### src/rtl/ctrl_sequencer_if.sv
// Instruction-side bus between decode and the command sequencer.
// Decode drives the strobes; the sequencer answers with instr_ready.
interface ctrl_sequencer_if;
  logic        instr_valid;
  logic        instr_ready;
  logic [1:0]  reg_sel;
  logic        wr_en;
  logic [27:0] reg_databus;
  logic        begin_rdn_load;
  logic        begin_dnn_load;
  logic        begin_proc;

  modport master (
    output instr_valid,
    output reg_sel,
    output wr_en,
    output reg_databus,
    output begin_rdn_load,
    output begin_dnn_load,
    output begin_proc,
    input  instr_ready
  );

  modport slave (
    input  instr_valid,
    input  reg_sel,
    input  wr_en,
    input  reg_databus,
    input  begin_rdn_load,
    input  begin_dnn_load,
    input  begin_proc,
    output instr_ready
  );
endinterface

### src/rtl/ctrl_sequencer.sv
// Command sequencer: config registers plus start/done sequencing
// of the RDN load, DNN load and processing engines.
module ctrl_sequencer #(
  parameter int unsigned TIMEOUT = 1_000_000
) (
  input  logic                   clk,
  input  logic                   rst,
  ctrl_sequencer_if.slave        bus,
  output logic                   rdn_start,
  output logic                   dnn_start,
  output logic                   proc_start,
  output logic [27:0]            rdn_addr,
  output logic [27:0]            dnn_addr,
  output logic [27:0]            proc_arg,
  input  logic                   rdn_done,
  input  logic                   dnn_done,
  input  logic                   proc_done,
  output logic                   busy,
  output logic                   err_timeout,
  output logic                   err_not_loaded
);

  localparam int unsigned CW = (TIMEOUT > 2) ? $clog2(TIMEOUT) : 1;
  localparam logic [CW-1:0] LAST = CW'(TIMEOUT - 1);

  typedef enum logic [1:0] {
    IDLE = 2'd0,
    RDN  = 2'd1,
    DNN  = 2'd2,
    PROC = 2'd3
  } state_t;

  state_t      state;
  logic [27:0] cfg_q [4];
  logic [CW-1:0] cnt;
  logic        rdn_loaded;
  logic        dnn_loaded;
  logic        acc;
  logic        wr_acc;
  logic        err_clr;
  logic        eng_done;
  logic        expired;

  // Accept only in IDLE, so config is frozen while an engine runs.
  assign bus.instr_ready = (state == IDLE);
  assign acc     = bus.instr_valid & bus.instr_ready;
  assign wr_acc  = acc & bus.wr_en;
  assign err_clr = wr_acc & (bus.reg_sel == 2'd3)
                 & bus.reg_databus[0];

  assign proc_arg = cfg_q[0];
  assign rdn_addr = cfg_q[1];
  assign dnn_addr = cfg_q[2];
  assign busy     = (state != IDLE);

  // Select the done input belonging to the running engine.
  always_comb begin
    eng_done = 1'b0;
    unique case (state)
      RDN:     eng_done = rdn_done;
      DNN:     eng_done = dnn_done;
      PROC:    eng_done = proc_done;
      default: eng_done = 1'b0;
    endcase
  end

  assign expired = (cnt == LAST) & ~eng_done;

  // Main sequencer: registers, state, flags and start pulses.
  always_ff @(posedge clk) begin
    if (rst) begin
      state          <= IDLE;
      for (int i = 0; i < 4; i++) cfg_q[i] <= '0;
      cnt            <= '0;
      rdn_loaded     <= 1'b0;
      dnn_loaded     <= 1'b0;
      rdn_start      <= 1'b0;
      dnn_start      <= 1'b0;
      proc_start     <= 1'b0;
      err_timeout    <= 1'b0;
      err_not_loaded <= 1'b0;
    end else begin
      rdn_start  <= 1'b0;
      dnn_start  <= 1'b0;
      proc_start <= 1'b0;

      if (wr_acc) cfg_q[bus.reg_sel] <= bus.reg_databus;

      // Clear first so a same-edge set below takes priority.
      if (err_clr) begin
        err_timeout    <= 1'b0;
        err_not_loaded <= 1'b0;
      end

      unique case (state)
        IDLE: begin
          if (acc) begin
            if (bus.begin_rdn_load) begin
              state      <= RDN;
              rdn_start  <= 1'b1;
              rdn_loaded <= 1'b0;
              cnt        <= '0;
            end else if (bus.begin_dnn_load) begin
              state      <= DNN;
              dnn_start  <= 1'b1;
              dnn_loaded <= 1'b0;
              cnt        <= '0;
            end else if (bus.begin_proc) begin
              if (rdn_loaded && dnn_loaded) begin
                state      <= PROC;
                proc_start <= 1'b1;
                cnt        <= '0;
              end else begin
                err_not_loaded <= 1'b1;
              end
            end
          end
        end
        RDN, DNN, PROC: begin
          if (eng_done) begin
            state <= IDLE;
            if (state == RDN) rdn_loaded <= 1'b1;
            if (state == DNN) dnn_loaded <= 1'b1;
          end else if (expired) begin
            state       <= IDLE;
            err_timeout <= 1'b1;
          end else begin
            cnt <= cnt + CW'(1);
          end
        end
        default: state <= IDLE;
      endcase
    end
  end

endmodule

### src/flat_wrapper.sv
// flat-port wrapper written by rule: the top's interface ports become plain ports
module ctrl_sequencer_flat 
#(
  parameter int unsigned TIMEOUT = 1_000_000
)
  (clk, rst, rdn_start, dnn_start, proc_start, rdn_addr, dnn_addr, proc_arg, rdn_done, dnn_done, proc_done, busy, err_timeout, err_not_loaded, bus_instr_valid, bus_reg_sel, bus_wr_en, bus_reg_databus, bus_begin_rdn_load, bus_begin_dnn_load, bus_begin_proc, bus_instr_ready);
  ctrl_sequencer_if bus_i ();
  input  logic clk;
  input  logic rst;
  output logic rdn_start;
  output logic dnn_start;
  output logic proc_start;
  output logic [27:0] rdn_addr;
  output logic [27:0] dnn_addr;
  output logic [27:0] proc_arg;
  input  logic rdn_done;
  input  logic dnn_done;
  input  logic proc_done;
  output logic busy;
  output logic err_timeout;
  output logic err_not_loaded;
  input wire logic [$bits(bus_i.instr_valid)-1:0] bus_instr_valid;
  input wire logic [$bits(bus_i.reg_sel)-1:0] bus_reg_sel;
  input wire logic [$bits(bus_i.wr_en)-1:0] bus_wr_en;
  input wire logic [$bits(bus_i.reg_databus)-1:0] bus_reg_databus;
  input wire logic [$bits(bus_i.begin_rdn_load)-1:0] bus_begin_rdn_load;
  input wire logic [$bits(bus_i.begin_dnn_load)-1:0] bus_begin_dnn_load;
  input wire logic [$bits(bus_i.begin_proc)-1:0] bus_begin_proc;
  output wire logic [$bits(bus_i.instr_ready)-1:0] bus_instr_ready;
  assign bus_i.instr_valid = bus_instr_valid;
  assign bus_i.reg_sel = bus_reg_sel;
  assign bus_i.wr_en = bus_wr_en;
  assign bus_i.reg_databus = bus_reg_databus;
  assign bus_i.begin_rdn_load = bus_begin_rdn_load;
  assign bus_i.begin_dnn_load = bus_begin_dnn_load;
  assign bus_i.begin_proc = bus_begin_proc;
  assign bus_instr_ready = bus_i.instr_ready;
  ctrl_sequencer #(.TIMEOUT(TIMEOUT)) u_core (.clk(clk), .rst(rst), .bus(bus_i), .rdn_start(rdn_start), .dnn_start(dnn_start), .proc_start(proc_start), .rdn_addr(rdn_addr), .dnn_addr(dnn_addr), .proc_arg(proc_arg), .rdn_done(rdn_done), .dnn_done(dnn_done), .proc_done(proc_done), .busy(busy), .err_timeout(err_timeout), .err_not_loaded(err_not_loaded));
endmodule
### config.mk
export PLATFORM = sky130hd
export DESIGN_NAME = ctrl_sequencer_flat
export DESIGN_NICKNAME = d
export VERILOG_FILES = /design/src/rtl/ctrl_sequencer_if.sv /design/src/rtl/ctrl_sequencer.sv /design/src/flat_wrapper.sv
export SDC_FILE = /design/constraint.sdc
export NUM_CORES = 1
export LEC_CHECK = 0
export CORE_MARGIN = 2
export CORE_UTILIZATION = 53
export CTS_BUF_LIST = sky130_fd_sc_hd__clkbuf_8
export DETAILED_ROUTE_END_ITERATION = 7
export GPL_ROUTABILITY_DRIVEN = 0
export PLACE_DENSITY = 0.88
export SETUP_SLACK_MARGIN = 0.3
export SLEW_MARGIN = 15
export SYNTH_ARGS = -nofsm -noshare
export SYNTH_HDL_FRONTEND = slang
export SYNTH_SLANG_ARGS = --single-unit
### constraint.sdc
create_clock -name clk -period 4.5 [get_ports clk]
set_input_delay 0.9 -clock clk [delete_from_list [all_inputs] [get_ports clk]]
set_output_delay 0.9 -clock clk [all_outputs]
set_load 0.05 [all_outputs]
==> metrics.cfg <==
[synthesis]
synth_area_mm2=0.00468
yosysSeqAreaShare_pct=66.3
yosysTopAreaCell=edfxtp_1
ys_warn_count=0
synth-async-reset-ratio_pct=0
synthSimpleGateAreaFrac_pct=23.2
synth_area_leaders=edfxtp_1 54%, dfxtp_1 12%, and2_1 11%
synth_cells=372
synth_xor_area_share_pct=0.187
syn_avg_cell_area_um2=12.6
ys.flop_type=edfxtp_1
synthMuxAreaShare_pct=0.882
synth_compound_gate_area_share_pct=6.28
synth-seq-cells=113
synth.distinct_cells=49
synth-edff-count=84
synth_common_cells=84 x and2_1, 84 x edfxtp_1, 29 x dfxtp_1
synthAdderAreaFrac_pct=0.267
synth_fp_nets=413
synth_top_area_share_pct=53.9
synth_top_family_by_area=simple AND/OR/NAND/NOR gates

[timing]
final.period_utilization_pct=69.7
finalHoldViolCount=0
min_period_ns=3.14
worst_slew_pin_slew_ns=0.732
rsz0062_at_grt=false
finalSetupViolations=0
fin_ws_ns=1.36
max_freq_ghz=0.319
slew_headroom_pct=51.2
finalSetupTns_ns=0
slew_viol_final=0
fin_skew_ns=0.00839

[clocking]
cts_buffer_depth=2
cts_htree_levels=4
cts-root-buf=clkbuf_8
cts_setup_buffers=0
cts-resized-gates=0
cts_tree=built
insertion_delay_ns=0.42
clkTransAtPathRegs_ns=0.07
cts-buffers-inserted=17
cts.sinks=113
hold_buffers=0

[hold_path]
hold_class=reg -> reg
min_from=u_core.err_timeout$_SDFF_PP0_
min_to=u_core.err_timeout$_SDFF_PP0_
hold_path_depth=2

[final_layout]
finalNonFillerCells=631
final_net_count=551
areaGrowthSynthToFinish_pct=39.3
fillers=500
seqCellArea_mm2=0.00310
multi_input_area_mm2=0.00145
drive_gt1_share_pct=9.37
diodes=0

[grt]
grt_pass1_vias=3414
antenna_found_initial=0
track_usage_pct=25.2
grt.overflow.total=0
grt_max_degree=30
grt_pass1_wl_um=18300

[drt]
drc=0
vias_per_cell=5.59
wl_per_cell_um=18.8
routed_wl_um=11800
ant_nets=0
vias=3526
firstDrtPassIters=6
drtIter0Drc=185

[placement]
io_buffers=130
hpwl_um=7840
pre_cts_slack_ns=0.942
place_inst=599

[worst_setup_path]
required_ns=4.55
arrival_ns=3.19
timing.rr.start=u_core.state[1]$_SDFFE_PP0P_
path_class=in -> reg
end_kind=register
reg2reg_slack_ns=1.95
reg2reg_depth=6
worstReg2RegEnd=u_core.cfg_q[0][9]$_SDFFCE_PN0P_
cp-start-kind=primary input
crit_path_max_fanout=28

[pwr]
vdd_drop_max_v=0.000193
p_leak_uw=0.00235
power_density_mw_per_mm2=404

[floorplanning]
die_h_um=98.0
row_count=34
die_area_mm2=0.00960
core_area_mm2=0.00864
dieWidth_um=98.0
num_io_pins=131
start_util_pct=54.2

[flow_run]
max-cap-violations=0

[outcome]
status=completed

[critical path, stage by stage]
cell             delay [ns]
clkdlybuf4s50_1        0.65
or3_4                  0.51
or3b_4                 0.43
nor2_4                 0.09
or2_2                  0.59
[area by class of cell]
cell class	instances	area share, %
inverter	10	0.576
clock buffer	17	3.59
clock inverter	15	3.66
sequential	113	47.6
timing repair buffer	133	20.3
tap	108	2.07
multi-input combinational	235	22.2
[how the worst max path moves through the flow]
stage                     slack [ns]                           endpoint  cells after the start            start
final                           1.36   u_core.cfg_q[0][9]$_SDFFCE_PN0P_                      5              rst
after global routing            1.26  u_core.cfg_q[1][12]$_SDFFCE_PN0P_                      5              rst
after CTS                       1.40   u_core.cfg_q[0][9]$_SDFFCE_PN0P_                      5              rst
after detailed placement        0.94  u_core.cfg_q[0][14]$_SDFFCE_PN0P_                      5              rst
after global placement          0.99  u_core.cfg_q[0][14]$_SDFFCE_PN0P_                      5              rst
after floorplan                 1.73   u_core.cfg_q[0][0]$_SDFFCE_PN0P_                      6  bus_instr_valid
[per-stage QoR]
step | util (%) | power (uW) | hold slack, ns | cell area [um2]
global route | 75.5 | 2700 | 0.497 | 6520
CTS | 75.5 | 2650 | 0.473 | 6520
finish | 75.5 | 2640 | 0.473 | 6520
floorplan | - | 1390 | 0.468 | 4680
global placement | 70.0 | 1520 | 0.449 | 6050
detailed placement | 70.0 | 1530 | 0.453 | 6050
[where the power goes]
group          internal (uW)  switching (uW)  total, uW
sequential              1160            18.0       1180
clock                    712             419       1130
combinational            109             220        329
total                   1980             657       2640
[logic make-up (layout without fill, tap and decap cells)]
logic type,Yosys count,after routing
buffers and inverters,24,175
adders and majority gates,1,1
DFF,113,113
and+or+nand+nor,180,180
muxes,4,4
AOI/OAI and AO/OA,49,49
xor gates and xnor gates,1,1
[routing by layer]
metal / vias to the layer above / wire length (um) / track usage (%)
li1: 1624 / - / -
met5: - / 0 / 0
met4: 0 / 239 / 10.0
met1: 1715 / 4790 / 31.2
met3: 20 / 811 / 6.80
met2: 167 / 6000 / 42.0
[placed cells by master (no fill, tap or decap), types with 3 or more instances in the layout]
cell and count:
clkinvlp_4 3, inv_1 9, o21ai_0 12, nor2_1 15, nand4_1 11, nand2b_1 3, a21oi_1 20, clkbuf_8 17
clkdlybuf4s50_1 130, edfxtp_1 84, bufinv_16 6, and2_1 84, or2_2 3, nand3_1 7, dfxtp_1 29, nand2_1 20
o31ai_1 3, nor3_1 5, a31oi_1 4, and3_1 3, mux2i_1 3, buf_4 3, clkinv_2 3, or3_1 10
[flip-flops by register name, summed over array words and instances, names as in the netlist]
register and cells:
u_core.err_timeout 1, u_core.cfg_q 84, u_core.dnn_start 1, u_core.state 2
u_core.dnn_loaded 1, u_core.rdn_start 1, u_core.err_not_loaded 1, u_core.rdn_loaded 1
u_core.proc_start 1, u_core.cnt 20
No activity file was read; power rests on OpenSTA's default activity.
